File: config.mk
export PLATFORM = sky130hd
export DESIGN_NAME = laser_controller
export DESIGN_NICKNAME = d
export VERILOG_FILES = /design/src/rtl/laser_controller.sv
export SDC_FILE = /design/constraint.sdc
export NUM_CORES = 1
export LEC_CHECK = 0
export ABC_AREA = 1
export BUFFER_PORTS_ARGS = -buffer_cell sky130_fd_sc_hd__buf_2
export CORE_UTILIZATION = 30
export DETAILED_ROUTE_END_ITERATION = 8
export GPL_TIMING_DRIVEN = 1
export MAX_ROUTING_LAYER = met4
export PLACE_DENSITY = 0.61
export RECOVER_POWER = 50
export SYNTH_ARGS = -nofsm -noshare
export SYNTH_HDL_FRONTEND = slang
export SYNTH_SLANG_ARGS = --single-unit
File: constraint.sdc
create_clock -name clk -period 1.44 [get_ports clk]
set_input_delay 0 -clock clk [delete_from_list [all_inputs] [get_ports clk]]
set_output_delay 0 -clock clk [all_outputs]
set_load 0.01 [all_outputs]
File: src/rtl/laser_controller.sv
// rtl/laser_controller.sv - laser beam shot sequencer (arm, sweep, hit strobe, cooldown)
//
// Purpose: accepts a fire request, latches the quadrant, sweeps laser_r 0..15
// advancing once every FRAMES_PER_STEP frame ticks, pulses hit_strobe when the
// sweep completes, then (optionally) waits COOLDOWN_FRAMES ticks before the
// next shot. Layer-facing outputs only move on the cycle after a frame_tick.
//
// Ports:
//   clk            in   system clock
//   rst_n          in   synchronous active-low reset
//   frame_tick     in   one-cycle pulse at start of vertical blank
//   fire           in   fire request, sampled every cycle
//   fire_quadrant  in   [1:0] quadrant requested with fire
//   laser_clear    in   synchronous abort, highest priority after reset
//   fire_ack       out  one-cycle pulse when a request is accepted
//   laser_active   out  beam visible
//   laser_r        out  [3:0] beam sweep step
//   laser_quadrant out  [1:0] latched quadrant of the current shot
//   hit_strobe     out  one-cycle pulse when the sweep completes
//   ready          out  high only in IDLE
//
// Option: LASER_COOLDOWN_EN - when defined, adds the COOLDOWN state and its
// 8-bit frame counter; when undefined, sweep completion returns to IDLE.

module laser_controller #(
  parameter int unsigned FRAMES_PER_STEP = 2,
  parameter int unsigned COOLDOWN_FRAMES = 30
) (
  input  logic       clk,
  input  logic       rst_n,
  input  logic       frame_tick,
  input  logic       fire,
  input  logic [1:0] fire_quadrant,
  input  logic       laser_clear,
  output logic       fire_ack,
  output logic       laser_active,
  output logic [3:0] laser_r,
  output logic [1:0] laser_quadrant,
  output logic       hit_strobe,
  output logic       ready
);

  typedef enum logic [1:0] {
    IDLE   = 2'd0,
    ARMED  = 2'd1,
    FIRING = 2'd2
`ifdef LASER_COOLDOWN_EN
    , COOLDOWN = 2'd3
`endif
  } state_e;

  localparam logic [3:0] STEP_LAST = 4'(FRAMES_PER_STEP - 1);

  state_e     state_q;
  logic       fire_ack_q;
  logic       active_q;
  logic [3:0] r_q;
  logic [1:0] quad_q;
  logic       hit_q;
  logic       ready_q;
  logic [3:0] step_q;

`ifdef LASER_COOLDOWN_EN
  localparam logic [7:0] CD_LAST = 8'(COOLDOWN_FRAMES - 1);
  logic [7:0] cd_q;
`else
  logic unused_cooldown_cfg;
  assign unused_cooldown_cfg = (COOLDOWN_FRAMES != 0);
`endif

  always_ff @(posedge clk) begin
    // Reset and laser_clear share the abort path; only reset forgets the quadrant.
    if (!rst_n || laser_clear) begin
      state_q    <= IDLE;
      fire_ack_q <= 1'b0;
      active_q   <= 1'b0;
      r_q        <= 4'd0;
      hit_q      <= 1'b0;
      ready_q    <= 1'b1;
      step_q     <= 4'd0;
`ifdef LASER_COOLDOWN_EN
      cd_q       <= 8'd0;
`endif
      if (!rst_n) begin
        quad_q <= 2'd0;
      end
    end else begin
      fire_ack_q <= 1'b0;
      hit_q      <= 1'b0;
      case (state_q)
        IDLE: begin
          if (fire) begin
            quad_q     <= fire_quadrant;
            fire_ack_q <= 1'b1;
            ready_q    <= 1'b0;
            state_q    <= ARMED;
          end
        end
        ARMED: begin
          if (frame_tick) begin
            active_q <= 1'b1;
            r_q      <= 4'd0;
            step_q   <= 4'd0;
            state_q  <= FIRING;
          end
        end
        FIRING: begin
          if (frame_tick) begin
            if (step_q == STEP_LAST) begin
              step_q <= 4'd0;
              if (r_q == 4'd15) begin
                hit_q    <= 1'b1;
                active_q <= 1'b0;
                r_q      <= 4'd0;
`ifdef LASER_COOLDOWN_EN
                cd_q     <= 8'd0;
                state_q  <= COOLDOWN;
`else
                ready_q  <= 1'b1;
                state_q  <= IDLE;
`endif
              end else begin
                r_q <= r_q + 4'd1;
              end
            end else begin
              step_q <= step_q + 4'd1;
            end
          end
        end
`ifdef LASER_COOLDOWN_EN
        COOLDOWN: begin
          if (frame_tick) begin
            if (cd_q == CD_LAST) begin
              cd_q    <= 8'd0;
              ready_q <= 1'b1;
              state_q <= IDLE;
            end else begin
              cd_q <= cd_q + 8'd1;
            end
          end
        end
`endif
        default: begin
          state_q <= IDLE;
          ready_q <= 1'b1;
        end
      endcase
    end
  end

  assign fire_ack       = fire_ack_q;
  assign laser_active   = active_q;
  assign laser_r        = r_q;
  assign laser_quadrant = quad_q;
  assign hit_strobe     = hit_q;
  assign ready          = ready_q;

endmodule

Word level (Yosys, flattened, before mapping):

Index checks and enable logic that the tools add are counted.
W data, S select, Z words.

* register bits after elaboration: 16
* bits of input ports: 7
* output and inout bits: 10
* word-level logic and storage cells: 69

* add/subtract/negate cells: 2
* eq/ne operators: 10
* multiplexer cells: 30
* bitwise gates (word level): 5
* reduce and logical (&&, ||, !) cells: 14

Operator list (count)
* $mux W4: 6
* $mux W2: 9
* $pmux W4 S2: 2
* $reduce_and A5 Y1: 3
* $ne A2 B2 Y1 const B: 6
* $mux W1: 10
* $add A4 B1 Y4 const B: 2
* $pmux W2 S3: 1
* $reduce_and A3 Y1: 2
* $reduce_bool A2 Y1: 3
* $not A1 Y1: 5
* $eq A4 B1 Y1 const B: 1
* $eq A4 B4 Y1 const B: 1
* $reduce_and A4 Y1: 1
* $reduce_or A4 Y1: 1
* $pmux W1 S3: 1
* $eq A2 B1 Y1 const B: 1
* $eq A2 B2 Y1 const B: 1
* $logic_not A2 Y1: 1
* $pmux W1 S2: 1
* $reduce_or A2 Y1: 1
* $logic_not A1 Y1: 1
* $logic_or A1 B1 Y1: 1

Depth between registers and ports, before layout:

Gate-level depths: netlist of the first run.

* depth in word-level cells: 5
* depth in mapped cells: 9
* depth with buffers taken out: 9

Worst setup path before layout of the first run:

No wires, ideal clock.

* path kind: register to register
* start point: reg r_q[0] (netlist: laser_r[0])
* end point: reg ready_q (netlist: ready)
* library setup time: 0.131 ns
* arrival: 1.129 ns
* data required time: 1.309 ns
* setup slack: 0.180 ns
* cell stages (with the launch flop): 9
* buffers on the path: 0
* path through: dfxtp_1 -> ha_1 -> nand3_1 -> nand2_2 -> inv_1 -> nor2_1 -> nand2_1 -> nand2_1 -> nand3_1

* longest elaborated chain between the ends: 3

Ends and longest elaborated chain
* start: declaration: line 57 `logic [3:0] r_q;`
* start signal: assignment: line 123 `r_q <= r_q + 4'd1;`
* $eq A4 B4 Y1: line 111 `if (r_q == 4'd15) begin`
* $ne A2 B2 Y1 (no source line)
* $reduce_and A5 Y1 (no source line)
* end signal: assignment: line 95 `ready_q <= 1'b0;`
* end signal: assignment: line 119 `ready_q <= 1'b1;`
* end signal: assignment: line 145 `ready_q <= 1'b1;`
* end: declaration: line 60 `logic ready_q;`

Every way passes these cells.
A chain may end at the register's enable or synchronous reset.

Final worst setup path of the first run:

Same ends and word-level chain as after synthesis.

==> impl_metrics.json, run 1 <==
{
  "vias_per_cell": 4.52,
  "grt_max_degree": 10,
  "core_um2": 2730,
  "swShare_pct": 26.1,
  "fin_util_pct": 37.5,
  "hold_violations": 0,
  "wl_per_cell_um": 10.2,
  "worstReg2RegEnd": "ready$_SDFFE_PP1P_",
  "n_antenna_cell": 0,
  "worst-path-stages": 8,
  "synth_warnings": 0,
  "cts_buffer_depth": 2,
  "crit_family": "simple AND/OR/NAND/NOR gates",
  "clkSinkCount": 16,
  "num_rows": 19,
  "critPathKind": "flip-flop to flip-flop",
  "cpMaxStageDelayCell": "dfxtp_2",
  "io_buffers": 16,
  "holdCritPathClass": "input pin to flip-flop",
  "grt_pass1_wl_um": 2970,
  "synth_seq_cells": 16,
  "required_ns": 1.62,
  "syn-cell-area_um2": 863,
  "cellPowerDensity_nw_per_um2": 783,
  "p_seq_share_pct": 58.1,
  "arrival_ns": 1.46,
  "cts_buffers": 3,
  "wirelength_um": 1710,
  "slew_headroom_pct": 75.0,
  "rsz0062_at_grt": "false",
  "track_usage_pct": 12.7,
  "peakVddDrop_mv": 0.553,
  "p_comb_share_pct": 10.8,
  "synth_area_per_cell_um2": 7.64,
  "post-cts-setup-buffer-count": 0,
  "worst-path-buf-inv": 1,
  "outcome": "complete, no violations",
  "io-pin-count": 17,
  "synth_edf_count": 2,
  "via_count": 755,
  "htree_levels": 1,
  "dieArea_um2": 3100,
  "grt_pass1_vias": 730,
  "clockRootBuffer": "clkbuf_4",
  "endpoint_kind": "flip-flop",
  "area_delta_synth_final_pct": 18.8,
  "worstMarginPinSlew_ns": 0.372,
  "synth_nets": 123,
  "netlist.area_leader.share_pct": 32.5,
  "p_switching_mw": 0.209,
  "power.share.clock_pct": 31.1,
  "dpl.hpwl_um": 1350,
  "drt_iter0_markers": 15,
  "drive_gt1_share_pct": 25.7,
  "fin_setup_tns_ns": 0,
  "r2r_cells": 8,
  "critPathLaunch": "laser_r[0]$_SDFFE_PP0P_",
  "insertion_delay_ns": 0.29,
  "ant_nets": 0,
  "nets": 147,
  "gp_congestion": 0.894,
  "period_minus_slack_ns": 1.28,
  "fin_crit_sh_pct": 88.7,
  "drv_cap": 0,
  "crit_path_end": "ready$_SDFFE_PP1P_",
  "synthArstFlopShare_pct": 0,
  "crit_fanout": 5,
  "finalSetupViolCount": 0,
  "die_h_um": 55.6,
  "syn_inst": 113,
  "fin_skew_ns": 0.00274,
  "r2r_start": "laser_r[0]$_SDFFE_PP0P_",
  "synth.most_common_cell": "nand2_1",
  "overflow": 0,
  "fill_cells": 285,
  "max_freq_ghz": 0.783,
  "p_int_mw": 0.594,
  "preCtsSetupSlack_ns": 0.120,
  "grt_antenna_before_repair": 0,
  "synthTopCellsByArea": "dfxtp_1 (32%), nand2_1 (10%), nor2_1 (7.4%), edfxtp_1 (7.0%), inv_1 (5.7%)",
  "report.final.slew_viol_count": 0,
  "detail_route.first_pass.iterations": 4,
  "cts_tree": "done",
  "critPathMaxStageDelay_ns": 0.37,
  "die-width_um": 55.6,
  "ys.flop_type": "dfxtp_1",
  "route.detailed.drc": 0,
  "cp_cell_sequence": "ha_1 > nand3_1 > nand2_2 > inv_1 > nor2_1 > nand2_1 > nand2_1 > nand3_1",
  "worst_slack_ns": 0.163,
  "ys_seq_area_share_pct": 39.4,
  "clk_pin_slew_ns": 0.10,
  "start_kind": "flip-flop",
  "synth.distinct_cells": 22,
  "start_util_pct": 31.6,
  "p_leak_nw": 0.444,
  "ff2ff_setup_slack_ns": 0.16,
  "yosys.area.top_type": "dfxtp_1",
  "synth_common_cells": "nand2_1 (24), nor2_1 (17), dfxtp_1 (14)"
}
==> cell families after synthesis <==
kind of cell | synth area share [%]
simple gates | 40.7
buf+inv | 8.99
compound gates | 5.51
xor+xnor | 1.01
flops | 39.4
fa+ha+maj | 4.35
==> area by class of cell <==
class	instances	area [um2]	share of cell area (%)
inverter	18	77.6	7.56
sequential	16	344	33.5
clock buffer	3	22.5	2.20
clock inverter	1	3.75	0.366
tap	31	38.8	3.78
multi-input combinational	79	448	43.7
timing repair buffer	19	91.3	8.90
==> power groups by stage <==
| stage | clock, mW | sequential (mW) | combinational, mW |
|---|---|---|---|
| floorplan | 0 | 0.481 | 0.0518 |
| global placement | 0 | 0.477 | 0.0863 |
| detailed placement | 0 | 0.477 | 0.0869 |
| CTS | 0.262 | 0.467 | 0.0892 |
| global route | 0.277 | 0.469 | 0.0969 |
| finish | 0.250 | 0.467 | 0.0869 |
==> worst min-delay path by stage <==
| stage | from | to | slack (ns) | cells after the start |
|---|---|---|---|---|
| 6_report | fire_quadrant[1] | laser_quadrant[1]$_SDFFCE_PP0P_ | 0.01 | 3 |
| 4_1_cts | fire | fire_ack$_SDFF_PP0_ | 0.008 | 3 |
| 3_3_place_gp | laser_clear | ready$_SDFFE_PP1P_ | 0.27 | 3 |
| 3_5_place_dp | laser_clear | ready$_SDFFE_PP1P_ | 0.27 | 3 |
| 5_1_grt | fire_quadrant[0] | laser_quadrant[0]$_SDFFCE_PP0P_ | 0.02 | 3 |
| 2_1_floorplan | frame_tick | hit_strobe$_SDFF_PP0_ | 0.13 | 2 |
==> stage by stage <==
stage,instances,hold WS (ns),area [um2],power [mW]
2_1_floorplan,113,0.127,863,0.533
3_3_place_gp,162,0.274,997,0.563
3_5_place_dp,162,0.271,997,0.564
4_1_cts,167,0.00801,1030,0.818
5_1_grt,167,0.0177,1030,0.842
6_report,167,0.0144,1030,0.804
==> routing by layer <==
layer	global-route usage, %	vias to the layer above	part of all wire (%)
met5	-	-	0
met4	3.21	0	0.47
met3	5.12	2	5.5
met2	19.1	14	45
met1	16.1	338	49
li1	-	401	-
==> placed cells by master (no fill, tap or decap), drive strengths merged <==
| master | Yosys | final |
|---|---|---|
| a21oi | 5 | 5 |
| buf | 0 | 9 |
| clkbuf | 0 | 12 |
| clkinv | 0 | 1 |
| dfxtp | 14 | 14 |
| dlygate4sd3 | 0 | 1 |
| edfxtp | 2 | 2 |
| ha | 3 | 3 |
| inv | 18 | 18 |
| nand2 | 34 | 34 |
| nand3 | 9 | 9 |
| nand4 | 3 | 3 |
| nor2 | 19 | 19 |
| nor3 | 1 | 1 |
| nor4 | 1 | 1 |
| o21ai | 3 | 3 |
| xnor2 | 1 | 1 |
==> sequential cells by signal, summed over array words and instances (netlist names) <==
name / cells
laser_quadrant: 2
fire_ack: 1
laser_active: 1
hit_strobe: 1
ready: 1
laser_r: 4
step_q: 4
state_q: 2
==> worst reg2reg max path, stage by stage, from the launching register on <==
cell     delay (ns)
dfxtp_2        0.37
ha_1           0.19
nand3_1        0.13
nand2_2        0.13
inv_1          0.04
nor2_1         0.11
nand2_1        0.08
nand2_1        0.06
nand3_1        0.05
==> what timing repair did <==
item                       4_1_cts  5_1_grt
resized for setup                0        4
hold buffers                     1        0
hold endpoints to repair         2        0
setup endpoints to repair        0        2
No activity file was read; power rests on OpenSTA's default activity.
==> run 2, diff against run 1 <==
--- a/config.mk
+++ b/config.mk
@@ -6,12 +6,13 @@
 export NUM_CORES = 1
 export LEC_CHECK = 0
 export ABC_AREA = 1
+export ABC_CLOCK_PERIOD_IN_PS = 1440
 export BUFFER_PORTS_ARGS = -buffer_cell sky130_fd_sc_hd__buf_2
 export CORE_UTILIZATION = 30
 export DETAILED_ROUTE_END_ITERATION = 8
 export GPL_TIMING_DRIVEN = 1
 export MAX_ROUTING_LAYER = met4
-export PLACE_DENSITY = 0.61
+export PLACE_DENSITY = 0.54
 export RECOVER_POWER = 50
 export SYNTH_ARGS = -nofsm -noshare
 export SYNTH_HDL_FRONTEND = slang
==> run 2 against run 1 <==
Effect of this change: die area unchanged; global-route usage increased by 0.84 points; clock-buffer cell count unchanged; clock skew increased by 0.00081 ns; sequential share of layout area decreased by 0.92 points; hold slack improved by 0.0033 ns; sequential power about the same; first-iteration DRC count increased by 40%; worst setup slack got worse by 0.015 ns; via count increased by 1.9%; critical path type unchanged; largest cell class unchanged.
==> impl_metrics.json, run 2 (synthesis gave the netlist of run 1 again) <==
{
  "dpl.hpwl_um": 1390,
  "cts_buffer_depth": 2,
  "start_util_pct": 31.6,
  "ant_nets": 0,
  "clk_pin_slew_ns": 0.10,
  "route.detailed.drc": 0,
  "slew_headroom_pct": 77.3,
  "insertion_delay_ns": 0.29,
  "outcome": "complete, no violations",
  "final_common_cell": "nand2_1",
  "crit_fanout": 4,
  "worstMarginPinSlew_ns": 0.337,
  "max_freq_ghz": 0.774,
  "cts_buffers": 3,
  "p_switching_mw": 0.207,
  "nets": 149,
  "holdCritPathClass": "input pin to flip-flop",
  "vias_per_cell": 4.55,
  "p_leak_nw": 0.471,
  "io-pin-count": 17,
  "area_delta_synth_final_pct": 21.7,
  "p_int_mw": 0.598,
  "num_rows": 19,
  "track_usage_pct": 13.6,
  "preCtsSetupSlack_ns": 0.102,
  "stdcell_area_um2": 1050,
  "worst_slack_ns": 0.148,
  "grt_antenna_before_repair": 0,
  "fin_skew_ns": 0.00356,
  "die_h_um": 55.6,
  "start_kind": "flip-flop",
  "dieArea_um2": 3100,
  "hold_start": "fire",
  "core_um2": 2730,
  "grt_pass1_wl_um": 3120,
  "period_minus_slack_ns": 1.29,
  "power.share.clock_pct": 30.6,
  "endpoint_kind": "flip-flop",
  "r2r_start": "laser_r[1]$_SDFFE_PP0P_",
  "gp_congestion": 0.890,
  "grt_max_degree": 10,
  "arrival_ns": 1.47,
  "hold_violations": 0,
  "fin_crit_sh_pct": 89.7,
  "layout_common_cells": "nand2_1 (24), nor2_1 (17), inv_1 (13)",
  "swShare_pct": 25.7,
  "p_comb_share_pct": 11.5,
  "n_antenna_cell": 0,
  "grt_pass1_vias": 737,
  "critPathKind": "flip-flop to flip-flop",
  "cellPowerDensity_nw_per_um2": 767,
  "via_count": 769,
  "finalSetupViolCount": 0,
  "overflow": 0,
  "finalPower_mw": 0.806,
  "critPathLaunch": "laser_r[1]$_SDFFE_PP0P_",
  "die-width_um": 55.6,
  "placed_area_um2": 997,
  "wirelength_um": 1790,
  "p_seq_share_pct": 57.9,
  "cts_tree": "done",
  "drive_gt1_share_pct": 27.5,
  "drv_cap": 0,
  "wl_per_cell_um": 10.6,
  "report.final.slew_viol_count": 0,
  "io_buffers": 16,
  "drt_iter0_markers": 21,
  "required_ns": 1.62,
  "htree_levels": 1,
  "clockRootBuffer": "clkbuf_4",
  "detail_route.first_pass.iterations": 4,
  "clkSinkCount": 16,
  "peakVddDrop_mv": 0.357
}
## run 2: per-layer routing
metal / up-vias / wire length, um / global-route usage, % / part of all wire [%]
met2: 20 / 834 / 22.0 / 47
li1: 403 / - / - / -
met4: 0 / 48 / 7.50 / 2.7
met5: - / 0 / - / 0
met1: 342 / 820 / 15.7 / 46
met3: 4 / 81 / 2.79 / 4.5
## run 2: worst max-delay path, stage by stage, from the launching register on
cell and delay (ns):
dfxtp_2 0.37, ha_1 0.19, nand3_1 0.13, nand2_2 0.12
inv_1 0.05, nor2_1 0.12, nand2_1 0.08, nand2_1 0.06
nand3_1 0.06
## run 2: cell type report
cell class / count / area [um2]
Clock inverter: 1 / 3.75
Clock buffer: 3 / 22.5
Sequential cell: 16 / 343
Inverter: 18 / 77.6
Timing Repair Buffer: 21 / 120
Multi-Input combinational cell: 79 / 445
Tap cell: 31 / 38.8
Fill cell: 287 / 1680
## run 2: final timing paths
| kind | endpoint | slack [ns] | cells past startpoint |
|---|---|---|---|
| min | fire_ack$_SDFF_PP0_ | 0.02 | 3 |
| max | ready$_SDFFE_PP1P_ | 0.15 | 8 |
| min reg2reg | ready$_SDFFE_PP1P_ | 0.47 | 2 |
| max reg2reg | ready$_SDFFE_PP1P_ | 0.15 | 8 |
## run 2: timing repair
action	CTS	global route
hold buffers	3	0
setup endpoints to repair	0	1
resized for setup	0	2
endpoints found under the hold margin	4	0
setup buffers	0	0
## run 2: power by group through the flow
stage | clock network (mW) | logic [mW] | registers, mW
floorplan | 0 | 0.0518 | 0.481
global placement | 0 | 0.0869 | 0.477
detailed placement | 0 | 0.0876 | 0.477
CTS | 0.263 | 0.0944 | 0.467
global route | 0.286 | 0.103 | 0.469
finish | 0.246 | 0.0928 | 0.467
## run 2: metrics by stage
| step | hold WS [ns] | std cells | TNS [ns] | utilization (%) |
|---|---|---|---|---|
| finish | 0.0177 | 169 | 0 | 38.4 |
| global route | 0.0145 | 169 | -0.00138 | 38.4 |
| CTS | 0.000534 | 169 | 0 | 38.5 |
| detailed placement | 0.280 | 162 | 0 | 36.5 |
| global placement | 0.277 | 162 | 0 | 36.5 |
| floorplan | 0.127 | 113 | 0 | - |
==> run 3, diff against run 2 <==
--- a/config.mk
+++ b/config.mk
@@ -6,7 +6,7 @@
 export NUM_CORES = 1
 export LEC_CHECK = 0
 export ABC_AREA = 1
-export ABC_CLOCK_PERIOD_IN_PS = 1440
+export ABC_CLOCK_PERIOD_IN_PS = 1400
 export BUFFER_PORTS_ARGS = -buffer_cell sky130_fd_sc_hd__buf_2
 export CORE_UTILIZATION = 30
 export DETAILED_ROUTE_END_ITERATION = 8
==> constraint.sdc (replaced) <==
create_clock -name clk -period 1.4 [get_ports clk]
set_input_delay 0 -clock clk [delete_from_list [all_inputs] [get_ports clk]]
set_output_delay 0 -clock clk [all_outputs]
set_load 0.01 [all_outputs]
==> run 3 against run 2 <==
Effect of this change: power increased by 2.6%; worst setup slack got worse by 0.037 ns; sequential cell count unchanged; first-iteration DRC count increased by 4.8%; register-to-register slack got worse by 0.04 ns; critical path type unchanged; critical endpoint unchanged; largest cell class unchanged; highest routed layer unchanged.
==> impl_metrics.json, run 3 (synthesis gave the netlist of run 1 again) <==
{
  "outcome": "complete, no violations",
  "area_delta_synth_final_pct": 18.3,
  "dpl.cell_count": 162,
  "core_um2": 2730,
  "finalSetupViolCount": 0,
  "cts_buffer_depth": 2,
  "fin_util_pct": 37.3,
  "dpl.hpwl_um": 1370,
  "overflow": 0,
  "die_h_um": 55.6,
  "clkSinkCount": 16,
  "rsz0062_at_grt": "false",
  "cts_tree": "done",
  "fin_setup_tns_ns": 0,
  "met2_usage_pct": 20.5,
  "critPathMaxStageDelay_ns": 0.38,
  "io-pin-count": 17,
  "hold_start": "fire_quadrant[1]",
  "required_ns": 1.58,
  "r2r_start": "laser_r[0]$_SDFFE_PP0P_",
  "swShare_pct": 26.1,
  "r2r_cells": 8,
  "min_to": "laser_quadrant[1]$_SDFFCE_PP0P_",
  "grt_pass1_wl_um": 3120,
  "detail_route.first_pass.iterations": 5,
  "fin_skew_ns": 0.00311,
  "die-width_um": 55.6,
  "p_int_mw": 0.611,
  "p_switching_mw": 0.216,
  "hold_depth": 3,
  "cpMaxStageDelayCell": "dfxtp_2",
  "endpoint_kind": "flip-flop",
  "grt_pass1_vias": 714,
  "stdcell_area_um2": 1020,
  "holdCritPathClass": "input pin to flip-flop",
  "cp_cell_sequence": "ha_1 > nand3_1 > nand2_2 > inv_1 > nor2_1 > nand2_1 > nand2_1 > nand3_1",
  "via_count": 759,
  "max_freq_ghz": 0.776,
  "drive_gt1_share_pct": 23.5,
  "track_usage_pct": 13.3,
  "wirelength_um": 1760,
  "hold_violations": 0,
  "grt_use_met1_pct": 16.8,
  "critPathKind": "flip-flop to flip-flop",
  "top_usage_layer": "met2",
  "n_antenna_cell": 0,
  "drv_cap": 0,
  "clockRootBuffer": "clkbuf_4",
  "fin_crit_sh_pct": 92.1,
  "crit_fanout": 5,
  "grt_max_degree": 10,
  "clk_pin_slew_ns": 0.10,
  "route.detailed.drc": 0,
  "num_rows": 19,
  "placed_area_um2": 997,
  "p_seq_share_pct": 58.1,
  "slew_headroom_pct": 79.9,
  "grt_antenna_before_repair": 0,
  "start_kind": "flip-flop",
  "cellPowerDensity_nw_per_um2": 809,
  "use_met3_pct": 3.26,
  "p_leak_nw": 0.446,
  "layout_common_cells": "nand2_1 (24), nor2_1 (18), inv_1 (14)",
  "io_buffers": 16,
  "arrival_ns": 1.47,
  "start_util_pct": 31.6,
  "cts_buffers": 3,
  "p_comb_share_pct": 10.7,
  "wl_per_cell_um": 10.5,
  "dieArea_um2": 3100,
  "final_common_cell": "nand2_1",
  "htree_levels": 1,
  "worstReg2RegEnd": "ready$_SDFFE_PP1P_",
  "insertion_delay_ns": 0.29,
  "ff2ff_setup_slack_ns": 0.11,
  "stdcell_count": 167,
  "nets": 147,
  "vias_per_cell": 4.54,
  "report.final.slew_viol_count": 0,
  "worstMarginPinSlew_ns": 0.298,
  "peakVddDrop_mv": 0.461,
  "finalPower_mw": 0.826,
  "power.share.clock_pct": 31.2,
  "drt_iter0_markers": 22,
  "gp_congestion": 0.828,
  "period_minus_slack_ns": 1.29,
  "ant_nets": 0
}
-- run 3: power by group through the flow --
stage | combinational [mW] | sequential, mW | clock [mW]
detailed placement | 0.0898 | 0.491 | 0
finish | 0.0885 | 0.480 | 0.258
floorplan | 0.0533 | 0.495 | 0
CTS | 0.0922 | 0.480 | 0.269
global placement | 0.0897 | 0.491 | 0
global route | 0.0989 | 0.482 | 0.291
-- run 3: stage by stage --
step                      setup slack (ns)  hold slack, ns
after floorplan                      0.140           0.127
after CTS                           0.0535         0.00457
after global routing               0.00252         0.00347
after global placement              0.0700           0.299
after detailed placement            0.0660           0.301
final                                0.111         0.00799
-- run 3: worst max-delay path by stage --
stage,startpoint,to,slack [ns],cells past startpoint
CTS,laser_r[0]$_SDFFE_PP0P_,ready$_SDFFE_PP1P_,0.05,8
global route,step_q[1]$_SDFFE_PP0P_,laser_r[3]$_SDFFE_PP0P_,0.003,9
global placement,laser_r[0]$_SDFFE_PP0P_,ready$_SDFFE_PP1P_,0.07,8
detailed placement,laser_r[0]$_SDFFE_PP0P_,ready$_SDFFE_PP1P_,0.07,8
floorplan,laser_r[0]$_SDFFE_PP0P_,ready$_SDFFE_PP1P_,0.14,8
finish,laser_r[0]$_SDFFE_PP0P_,ready$_SDFFE_PP1P_,0.11,8
-- run 3: repair_timing --
item / CTS / global route
hold buffers: 1 / 0
hold endpoints to repair: 1 / 0
buffers inserted: 0 / 0
endpoints found under the setup margin: 0 / 1
resized for setup: 0 / 2
-- run 3: worst max-delay path: cells and delay by family, from the launching register on --
kind / cells / cell delay [ns]
flip-flops: 1 / 0.38
buffers and inverters: 1 / 0.04
AND/OR/NAND/NOR: 6 / 0.58
adder cells (fa/ha/maj): 1 / 0.18
-- run 3: cell type report --
type	count	area [um2]
Fill cell	291	1710
Multi-Input combinational cell	79	443
Sequential cell	16	343
Timing Repair Buffer	19	92.6
Inverter	18	77.6
Tap cell	31	38.8
Clock buffer	3	22.5
Clock inverter	1	3.75
-- run 3: per-layer routing --
layer | up-vias | wire, um
met5 | - | 0
met4 | 0 | 29
met3 | 4 | 75
met2 | 16 | 815
met1 | 334 | 839
li1 | 405 | -
